`src/rtl/alu_seq.sv`:
```
// alu_seq: handshaked ALU. Single-cycle ops register their result on the
// accept edge. MUL is an iterative shift-add over WIDTH cycles. The result
// and its flags are held in DONE until the consumer takes them.
//
//   state | meaning
//   IDLE  | ready for a new operation (in_ready=1)
//   MUL   | shift-add multiply in progress, one partial product per cycle
//   DONE  | result valid, waiting for out_ready
module alu_seq #(
  parameter int WIDTH = 32,
  parameter int SHW   = $clog2(WIDTH)
) (
  input  logic             clk,
  input  logic             rst,
  input  logic             in_valid,
  output logic             in_ready,
  input  logic [WIDTH-1:0] a,
  input  logic [WIDTH-1:0] b,
  input  logic [SHW-1:0]   shamt,
  input  logic [3:0]       funct,
  output logic             out_valid,
  input  logic             out_ready,
  output logic [WIDTH-1:0] out,
  output logic             zero,
  output logic             carry,
  output logic             ovf,
  output logic             illegal
);

  localparam logic [3:0] F_ADD  = 4'b0000;
  localparam logic [3:0] F_SUB  = 4'b0001;
  localparam logic [3:0] F_AND  = 4'b0010;
  localparam logic [3:0] F_OR   = 4'b0011;
  localparam logic [3:0] F_XOR  = 4'b0100;
  localparam logic [3:0] F_NOR  = 4'b0101;
  localparam logic [3:0] F_SLL  = 4'b0110;
  localparam logic [3:0] F_SRL  = 4'b0111;
  localparam logic [3:0] F_SRA  = 4'b1000;
  localparam logic [3:0] F_SLT  = 4'b1001;
  localparam logic [3:0] F_SLTU = 4'b1010;
  localparam logic [3:0] F_MUL  = 4'b1011;

  localparam logic [SHW-1:0] CNT_LAST = SHW'(WIDTH - 1);

  typedef enum logic [1:0] {IDLE, MUL, DONE} state_t;

  state_t           state, state_nxt;
  logic [WIDTH-1:0] a_sh, b_sh, acc, acc_nxt;
  logic [SHW-1:0]   cnt;
  logic [WIDTH-1:0] res;
  logic [WIDTH:0]   sum;
  logic             res_carry, res_ovf, res_illegal;
  logic             accept, mul_last;

  // State register; reset wins over any simultaneous request.
  always_ff @(posedge clk) begin
    if (rst) state <= IDLE;
    else     state <= state_nxt;
  end

  // Next-state and handshake outputs.
  always_comb begin
    state_nxt = state;
    in_ready  = (state == IDLE);
    out_valid = (state == DONE);
    accept    = in_valid && (state == IDLE);
    mul_last  = (cnt == CNT_LAST);
    case (state)
      IDLE: if (accept) state_nxt = (funct == F_MUL) ? MUL : DONE;
      MUL:  if (mul_last) state_nxt = DONE;
      DONE: if (out_ready) state_nxt = IDLE;
      default: state_nxt = IDLE;
    endcase
  end

  // Single-cycle result and flags; the final MUL step folds in the last partial product.
  always_comb begin
    res         = '0;
    sum         = '0;
    res_carry   = 1'b0;
    res_ovf     = 1'b0;
    res_illegal = 1'b0;
    acc_nxt     = acc + (b_sh[0] ? a_sh : '0);
    case (funct)
      F_ADD: begin
        sum       = {1'b0, a} + {1'b0, b};
        res       = sum[WIDTH-1:0];
        res_carry = sum[WIDTH];
        res_ovf   = (a[WIDTH-1] == b[WIDTH-1]) && (res[WIDTH-1] != a[WIDTH-1]);
      end
      F_SUB: begin
        // a + ~b + 1: carry-out set means no borrow.
        sum       = {1'b0, a} + {1'b0, ~b} + (WIDTH+1)'(1);
        res       = sum[WIDTH-1:0];
        res_carry = sum[WIDTH];
        res_ovf   = (a[WIDTH-1] != b[WIDTH-1]) && (res[WIDTH-1] != a[WIDTH-1]);
      end
      F_AND:  res = a & b;
      F_OR:   res = a | b;
      F_XOR:  res = a ^ b;
      F_NOR:  res = ~(a | b);
      F_SLL:  res = a << shamt;
      F_SRL:  res = a >> shamt;
      F_SRA:  res = $unsigned($signed(a) >>> shamt);
      F_SLT:  res = {{(WIDTH-1){1'b0}}, ($signed(a) < $signed(b))};
      F_SLTU: res = {{(WIDTH-1){1'b0}}, (a < b)};
      F_MUL:  res = '0;
      default: res_illegal = 1'b1;
    endcase
  end

  // Datapath registers: operand latch, multiplier iteration, result and flags.
  always_ff @(posedge clk) begin
    if (rst) begin
      out     <= '0;
      zero    <= 1'b0;
      carry   <= 1'b0;
      ovf     <= 1'b0;
      illegal <= 1'b0;
      a_sh    <= '0;
      b_sh    <= '0;
      acc     <= '0;
      cnt     <= '0;
    end else begin
      case (state)
        IDLE: begin
          if (accept) begin
            if (funct == F_MUL) begin
              a_sh <= a;
              b_sh <= b;
              acc  <= '0;
              cnt  <= '0;
            end else begin
              out     <= res;
              zero    <= (res == '0);
              carry   <= res_carry;
              ovf     <= res_ovf;
              illegal <= res_illegal;
            end
          end
        end
        MUL: begin
          acc  <= acc_nxt;
          a_sh <= a_sh << 1;
          b_sh <= b_sh >> 1;
          cnt  <= cnt + SHW'(1);
          if (mul_last) begin
            out     <= acc_nxt;
            zero    <= (acc_nxt == '0);
            carry   <= 1'b0;
            ovf     <= 1'b0;
            illegal <= 1'b0;
          end
        end
        default: ;
      endcase
    end
  end

endmodule

```
`config.mk`:
```
export PLATFORM = sky130hd
export DESIGN_NAME = alu_seq
export DESIGN_NICKNAME = d
export VERILOG_FILES = /design/src/rtl/alu_seq.sv
export SDC_FILE = /design/constraint.sdc
export NUM_CORES = 1
export LEC_CHECK = 0
export BUFFER_PORTS_ARGS = -buffer_cell sky130_fd_sc_hd__clkbuf_2
export CORE_UTILIZATION = 55
export CTS_CLUSTER_DIAMETER = 150
export DETAILED_ROUTE_END_ITERATION = 6
export PLACE_DENSITY = 0.78
export REMOVE_ABC_BUFFERS = 1
export SYNTH_ARGS = -nofsm -noshare
export SYNTH_HDL_FRONTEND = slang
export SYNTH_SLANG_ARGS = --single-unit
```
`constraint.sdc`:
```
create_clock -name clk -period 5.5 [get_ports clk]
set_input_delay 0.275 -clock clk [delete_from_list [all_inputs] [get_ports clk]]
set_output_delay 0.275 -clock clk [all_outputs]
set_load 0.01 [all_outputs]
```
==> impl_summary.txt, run 1 <==
----------------------------------------------------
[Setup path]
  Worst reg-to-reg path cell count ... 13
  Delay of the slowest critical-path stage ... 590 ps
  Top cell by count, worst path ... sky130_fd_sc_hd__or4_1
  Setup crit start kind ... flip-flop
  Setup slack of the worst register-to-register path ... 850 ps
  Crit Path Category ... reg -> reg
  FF-to-FF End ... zero$_SDFFE_PP0P_
  CP cell instances ... buf_4 -> and2_1 -> ha_1 -> o21ai_0 -> o21ai_1 -> a31oi_1 -> o21ai_0 -> xor2_1 -> or4b_1 -> or4_1 -> or4_1 -> or4_1 -> nand3_1
  Arrival time of the worst setup path ... 5040 ps
  Slowest stage cell on the critical path ... sky130_fd_sc_hd__or4b_1
  Worst Path Required ... 5890 ps
  Buffers & Inverters on Critical Path ... 1
  Reg-to-reg startpoint ... b_sh[0]$_SDFFE_PP0P_
  Top delay family on crit path ... simple AND/OR/NAND/NOR gates
  Crit path max fanout ... 31
  CP Capture Type ... flip-flop

[Finish]
  Number of filler instances in the final layout ... 2939
  Layout-stage area growth over the synthesis result ... 8.77%
  Area taken by flip-flops and latches ... 2780 µm²
  Area of combinational cells with multiple inputs ... 14100 µm²
  Final net count ... 2697
  Share of cells above drive strength 1 ... 13.9%

[Drt]
  DRC ... 10
  Initial DRT Pass Iterations ... 7
  Via/cell ratio ... 7.10
  Number of routed nets with antenna violations ... 0
  DRC violation total after the first TritonRoute iteration ... 2926
  Number of vias after detailed routing ... 20800
  DRT Wirelength ... 79.3 mm
  Routed len/inst ... 27.1 µm

[Timing]
  Least-Margin Pin Slew ... 1390 ps
  Period minus WS final ... 4650 ps
  Final count of hold timing violations ... 0
  Final period util ... 84.5%
  Max-Slew Margin vs Limit ... 6.30%
  Setup violation total in the final timing report ... 0
  Worst setup slack after layout ... 854 ps
  Maximum clock frequency ... 215 MHz
  Clock Skews ... 13.8 ps
  Count of pins over their slew limit ... 0
  Unrepaired setup endpoints after global routing ... false
  Total negative slack for setup checks ... 0 ps

[GRT]
  First-pass GRT wire length ... 118 mm
  Largest net degree at the start of global routing ... 88
  Aggregate global-route resource usage ... 46.8%
  Antenna violations before repair ... 2
  Remaining global-route overflow ... 0
  Vias in the first global route ... 19200

[Hold path]
  Hold EP ... state[1]$_SDFFE_PP0P_
  Worst hold path stage count ... 3
  Hold path start ... out_ready
  Class of the most critical hold timing path ... in -> reg

[Yosys]
  Sequential cell area fraction in the yosys report ... 15.4%
  Cell with the most instances after synthesis ... sky130_fd_sc_hd__nand2_1
  Cell taking the most area after synthesis ... sky130_fd_sc_hd__dfxtp_1
  Leading cell types by total area after synthesis ... sky130_fd_sc_hd__dfxtp_1, sky130_fd_sc_hd__ha_1, sky130_fd_sc_hd__mux4_2
  Top cells by instance count after synthesis ... sky130_fd_sc_hd__nand2_1, sky130_fd_sc_hd__nor2_1, sky130_fd_sc_hd__a21oi_1, sky130_fd_sc_hd__clkbuf_1, sky130_fd_sc_hd__dfxtp_1
  Area share of the leading cell type in the synthesized netlist ... 15.4%
  Synthesized area per cell ... 7.26 µm²
  Count of flip-flops with a built-in enable after synthesis ... 0
  Async SR Flop Fraction ... 0%
  Predominant post-synthesis flop cell ... sky130_fd_sc_hd__dfxtp_1
  Synth cell types ... 83
  Mapped cell area ... 18000 µm²
  Warnings from Yosys ... 0
  FF+latch count, synth ... 139
  Gate count of the mapped netlist ... 2485

[Placement]
  Number of buffers inserted by port buffering ... 114
  Hpwl dp ... 60.1 mm
  Pre-CTS worst setup slack ... 827 ps
  Final GP Congestion ... 1.12

[Clocking]
  CTS Buf Count ... 17
  CTS HTree Levels ... 4
  TritonCTS clock tree ... done
  Hold bufs inserted after CTS ... 0
  # resized after CTS ... 0
  Root cell of the clock tree ... sky130_fd_sc_hd__clkbuf_16
  Clock slew at reported path FFs ... 60 ps
  Clock net sink count ... 139
  Clk_lat worst skew ... 460 ps
  Number of buffers inserted to repair setup after CTS ... 0
  Longest Clk Path Bufs ... 2

[Pwr]
  Pwr Density ... 189 nW/µm²
  Largest voltage drop on the vdd net ... 0.000245 V
  Static power due to leakage ... 8.05 nW

[Die]
  Rows ... 65
  Die extent in x ... 183 µm
  Core Region ... 31900 µm²
  Overall die height ... 183 µm
  Die Outline Area ... 33500 µm²
  Effective utilization at floorplan ... 56.6%
  Number of top-level pins ... 115

[Run status]
  Failing checks ... DRC
  Status ... finished, violations left

[Flow run]
  Number of maximum-capacitance constraint violations ... 0

----------------------------------------------------
cell families after synthesis:
family                     count (synthesis)  share of synthesized area (%)
and+or+nand+nor                          917                           23.8
xor gates and xnor gates                  51                           2.47
DFF                                      139                           15.4
muxes                                    142                           12.4
buffers and inverters                    320                           6.80
adders and majority gates                139                           9.76
AOI/OAI and AO/OA                        777                           29.4
state kept, by name (all words and copies together), names as in the netlist:
name     flops
cnt          5
zero         1
acc         32
carry        1
out         32
state        2
ovf          1
b_sh        32
illegal      1
a_sh        32
worst register-to-register path: cells and delay by family (launching register included):
kind,cells,cell delay (ps)
simple gates,6,2450
fa+ha+maj,1,370
flops,1,320
xor+xnor,1,150
compound gates,4,1080
buf+inv,1,220
cell usage in the layout, fill, tap and decap left out, types with 14 or more instances in the layout:
cell type,n
sky130_fd_sc_hd__nand2b_1,19
sky130_fd_sc_hd__o221ai_1,14
sky130_fd_sc_hd__and2_1,50
sky130_fd_sc_hd__nor3_1,33
sky130_fd_sc_hd__a221oi_1,25
sky130_fd_sc_hd__and3_1,15
sky130_fd_sc_hd__o21a_1,22
sky130_fd_sc_hd__o21ai_0,123
sky130_fd_sc_hd__clkbuf_16,17
sky130_fd_sc_hd__ha_1,136
sky130_fd_sc_hd__a211oi_1,36
sky130_fd_sc_hd__nor4_1,16
sky130_fd_sc_hd__inv_1,102
sky130_fd_sc_hd__o22ai_1,18
sky130_fd_sc_hd__clkbuf_2,111
sky130_fd_sc_hd__a22oi_1,26
sky130_fd_sc_hd__nor2_1,229
sky130_fd_sc_hd__a311oi_1,65
sky130_fd_sc_hd__mux2i_1,54
sky130_fd_sc_hd__nor2b_1,30
sky130_fd_sc_hd__buf_4,77
sky130_fd_sc_hd__or4_1,15
sky130_fd_sc_hd__nand2_1,371
sky130_fd_sc_hd__dfxtp_1,139
sky130_fd_sc_hd__xnor2_1,35
sky130_fd_sc_hd__nand3_1,44
sky130_fd_sc_hd__mux4_2,63
sky130_fd_sc_hd__mux2_2,25
sky130_fd_sc_hd__a31oi_1,22
sky130_fd_sc_hd__nand4_1,22
sky130_fd_sc_hd__a21oi_1,204
sky130_fd_sc_hd__o211ai_1,49
sky130_fd_sc_hd__a21o_1,31
sky130_fd_sc_hd__xor2_1,16
power breakdown:
group,total (mW),switching (mW),internal (mW)
Clock,1.21,0.473,0.740
Combinational,1.44,0.940,0.501
Sequential,1.07,0.0237,1.04
Total,3.72,1.44,2.28
final cells by class:
type,count,area share (%)
diodes,1,0.0127
clock buffers,22,2.42
clock inverters,7,0.593
inverters,104,1.99
multi-input cells,2026,71.8
flip-flops and latches,139,14.2
well taps,435,2.77
repair buffers,193,6.20
worst max-delay path by stage:
stage,cells after the start,to,from
6_report,13,zero$_SDFFE_PP0P_,b_sh[0]$_SDFFE_PP0P_
5_1_grt,14,zero$_SDFFE_PP0P_,b_sh[0]$_SDFFE_PP0P_
4_1_cts,13,zero$_SDFFE_PP0P_,a_sh[0]$_SDFFE_PP0P_
3_5_place_dp,15,zero$_SDFFE_PP0P_,a[7]
3_3_place_gp,15,zero$_SDFFE_PP0P_,a[7]
2_1_floorplan,7,cnt[3]$_SDFFE_PP0P_,funct[3]
metal layers:
metal	vias to the layer above	track usage, %	wire, µm
met5	-	0	0
met2	1458	70.6	33300
met3	292	12.1	9560
met4	0	27.6	5430
li1	9182	-	-
met1	9851	60.1	30900
through the flow:
| step | instances | power, mW | instance area [µm²] | util (%) | hold slack (ps) |
|---|---|---|---|---|---|
| 6_report | 2927 | 3.72 | 19600 | 61.6 | 93.6 |
| 5_1_grt | 2926 | 3.82 | 19600 | 61.6 | 122 |
| 4_1_cts | 2925 | 3.65 | 19600 | 61.5 | 89.8 |
| 3_3_place_gp | 2895 | 2.44 | 19000 | 59.7 | 438 |
| 3_5_place_dp | 2896 | 2.45 | 19000 | 59.7 | 442 |
| 2_1_floorplan | 2269 | 1.88 | 17200 | - | 344 |
Note: power is estimated with default switching activity, not from simulation.
==> run 2: changes to the inputs <==
==> constraint.sdc (replaced) <==
create_clock -name clk -period 4.51 [get_ports clk]
set_input_delay 0.2255 -clock clk [delete_from_list [all_inputs] [get_ports clk]]
set_output_delay 0.2255 -clock clk [all_outputs]
set_load 0.01 [all_outputs]
==> run 2 against run 1 <==
Net effect:
- the flow still finishes with violations (DRC)
- clock power up 30%
- critical path depth is 2 higher
- clock skew is 3.9 ps higher
- first-iteration DRC count fell by 5.1%
- fmax rose by 5.8%
- sequential share of layout area fell by 0.51 points
- critical endpoint unchanged
- largest cell class unchanged
- largest power group unchanged
==> impl_summary.txt, run 2 (synthesis gave the netlist of run 1 again) <==
----------------------------------------------------
[Run status]
  Status ... finished, violations left
  Failing checks ... DRC

[Pwr]
  Largest voltage drop on the vdd net ... 0.000271 V
  Pwr Density ... 232 nW/µm²
  Static power due to leakage ... 8.45 nW

[Drt]
  Met3 Routed Length ... 10.7 mm
  Via/cell ratio ... 7.11
  M1 WL ... 30.8 mm
  Routed len/inst ... 27.4 µm
  Number of vias after detailed routing ... 21400
  DRC ... 5
  Metal2 WL ... 34.1 mm
  Number of routed nets with antenna violations ... 0
  Initial DRT Pass Iterations ... 7
  DRC violation total after the first TritonRoute iteration ... 2777
  DRT Wirelength ... 82.4 mm
  Top layer reached by signal wires ... met5

[Timing]
  Maximum clock frequency ... 228 MHz
  Unrepaired setup endpoints after global routing ... false
  Count of pins over their slew limit ... 0
  Least-Margin Pin Slew ... 1200 ps
  Clock Skews ... 17.7 ps
  Setup violation total in the final timing report ... 0
  Post-route worst hold slack ... 68.6 ps
  Max-Slew Margin vs Limit ... 20.0%
  Final period util ... 97.4%
  Period minus WS final ... 4390 ps
  Final count of hold timing violations ... 0

[Setup path]
  Crit Path Category ... reg -> reg
  Crit path max fanout ... 24
  Arrival time of the worst setup path ... 4770 ps
  CP Capture Type ... flip-flop
  FF-to-FF End ... zero$_SDFFE_PP0P_
  Worst reg-to-reg path cell count ... 15
  Reg-to-reg startpoint ... b_sh[0]$_SDFFE_PP0P_
  Worst Path Required ... 4890 ps
  Setup crit start kind ... flip-flop
  Setup slack of the worst register-to-register path ... 120 ps

[Clocking]
  Longest Clk Path Bufs ... 2
  CTS Buf Count ... 17
  Root cell of the clock tree ... sky130_fd_sc_hd__clkbuf_16
  Hold bufs inserted after CTS ... 0
  TritonCTS clock tree ... done
  Clock net sink count ... 139
  Clk_lat worst skew ... 450 ps
  CTS HTree Levels ... 4
  Clock slew at reported path FFs ... 70 ps

[Die]
  Effective utilization at floorplan ... 56.6%
  Rows ... 65
  Die extent in x ... 183 µm
  Core Region ... 31900 µm²
  Overall die height ... 183 µm
  Number of top-level pins ... 115
  Die Outline Area ... 33500 µm²

[Hold path]
  Hold EP ... b_sh[29]$_SDFFE_PP0P_
  Hold path start ... b[29]
  Class of the most critical hold timing path ... in -> reg
  Worst hold path stage count ... 3

[Finish]
  Commonest non-fill, non-tap cells in the layout ... sky130_fd_sc_hd__nand2_1, sky130_fd_sc_hd__nor2_1, sky130_fd_sc_hd__a21oi_1
  Final net count ... 2776
  Layout-stage area growth over the synthesis result ... 12.8%
  Number of filler instances in the final layout ... 2834
  Share of cells above drive strength 1 ... 17.3%
  Final design utilization ... 63.9%
  Most common library cell in the layout ignoring fill and taps ... sky130_fd_sc_hd__nand2_1

[Placement]
  Final GP Congestion ... 1.18
  Number of buffers inserted by port buffering ... 114
  Hpwl dp ... 63.2 mm

[GRT]
  Aggregate global-route resource usage ... 48.7%
  First-pass GRT wire length ... 122 mm
  Antenna violations before repair ... 4
  Vias in the first global route ... 19800
  Largest net degree at the start of global routing ... 110
  Remaining global-route overflow ... 0

[Flow run]
  Number of maximum-capacitance constraint violations ... 0

----------------------------------------------------
run 2: changes by cell type in the layout (fill, tap and decap cells not counted), moves of 2 or more:
cell / change
sky130_fd_sc_hd__buf_4: +79
sky130_fd_sc_hd__inv_6: +2
sky130_fd_sc_hd__ha_1: -4
sky130_fd_sc_hd__ha_2: +3
sky130_fd_sc_hd__clkinv_4: +3
sky130_fd_sc_hd__a21oi_2: +3
sky130_fd_sc_hd__a21oi_1: -3
sky130_fd_sc_hd__o21ai_1: +2
sky130_fd_sc_hd__o21ai_0: -2
run 2: metrics by stage:
step / cells / cell area, µm² / TNS, ps / total power, mW / worst slack, ps
after global placement: 2975 / 19600 / 0 / 3.06 / 69.1
after floorplan: 2269 / 17200 / -43250 / 2.29 / -879
final: 3009 / 20400 / 0 / 4.73 / 119
after global routing: 3008 / 20400 / 0 / 4.87 / 10.9
after detailed placement: 2975 / 19600 / 0 / 3.08 / 5.05
after CTS: 3007 / 20300 / 0 / 4.64 / 56.0
run 2: report_power, final:
| group | leakage (nW) | switching, mW | total [mW] | internal (mW) |
|---|---|---|---|---|
| combinational | 7.01 | 1.18 | 1.85 | 0.670 |
| clock | 0.311 | 0.613 | 1.57 | 0.961 |
| sequential | 1.13 | 0.0295 | 1.30 | 1.27 |
| total | 8.45 | 1.83 | 4.73 | 2.90 |
run 2: layer usage:
metal | global-route usage [%] | vias up
met1 | 61.2 | 10000
li1 | - | 9342
met4 | 34.0 | 2
met5 | 0 | -
met2 | 71.3 | 1628
met3 | 14.2 | 398
run 2: critical path: stages, from the launching register on:
cell and delay, ps:
sky130_fd_sc_hd__dfxtp_1 300, sky130_fd_sc_hd__buf_4 160, sky130_fd_sc_hd__buf_6 160, sky130_fd_sc_hd__and2_1 160, sky130_fd_sc_hd__ha_2 390, sky130_fd_sc_hd__nand4_1 170, sky130_fd_sc_hd__nor4_1 360, sky130_fd_sc_hd__nand3_2 240
sky130_fd_sc_hd__nand2_1 130, sky130_fd_sc_hd__a21oi_1 80, sky130_fd_sc_hd__xnor2_1 150, sky130_fd_sc_hd__or4_1 510, sky130_fd_sc_hd__or4_1 390, sky130_fd_sc_hd__or4_1 450, sky130_fd_sc_hd__or4_4 560, sky130_fd_sc_hd__nand3_1 100
run 2: final cells by class:
type                       count  area, µm²  share of cell area, %
sequential                   139       2780                   13.7
multi-input combinational   2026      14200                   69.6
clock buffer                  20        457                   2.24
tap                          435        544                   2.67
clock inverter                12        185                  0.909
antenna                        1       2.50                 0.0123
inverter                     104        390                   1.92
timing repair buffer         272       1830                   9.00
run 2: how the worst max path moves through the flow:
stage                               from              endpoint  slack (ps)  depth (start not counted)
floorplan                       funct[3]   cnt[3]$_SDFFE_PP0P_        -880                          7
global placement                    a[6]  out[31]$_SDFFE_PP0P_          70                         14
detailed placement                  a[6]  out[31]$_SDFFE_PP0P_           5                         14
CTS                 a_sh[0]$_SDFFE_PP0P_     zero$_SDFFE_PP0P_          60                         13
global route        b_sh[0]$_SDFFE_PP0P_     zero$_SDFFE_PP0P_          10                         15
finish              b_sh[0]$_SDFFE_PP0P_     zero$_SDFFE_PP0P_         120                         15
run 2: what timing repair did:
item                       CTS  global route
gates resized for setup      0            19
setup buffers                0             1
hold endpoints to repair     0             0
setup endpoints to repair    0             2
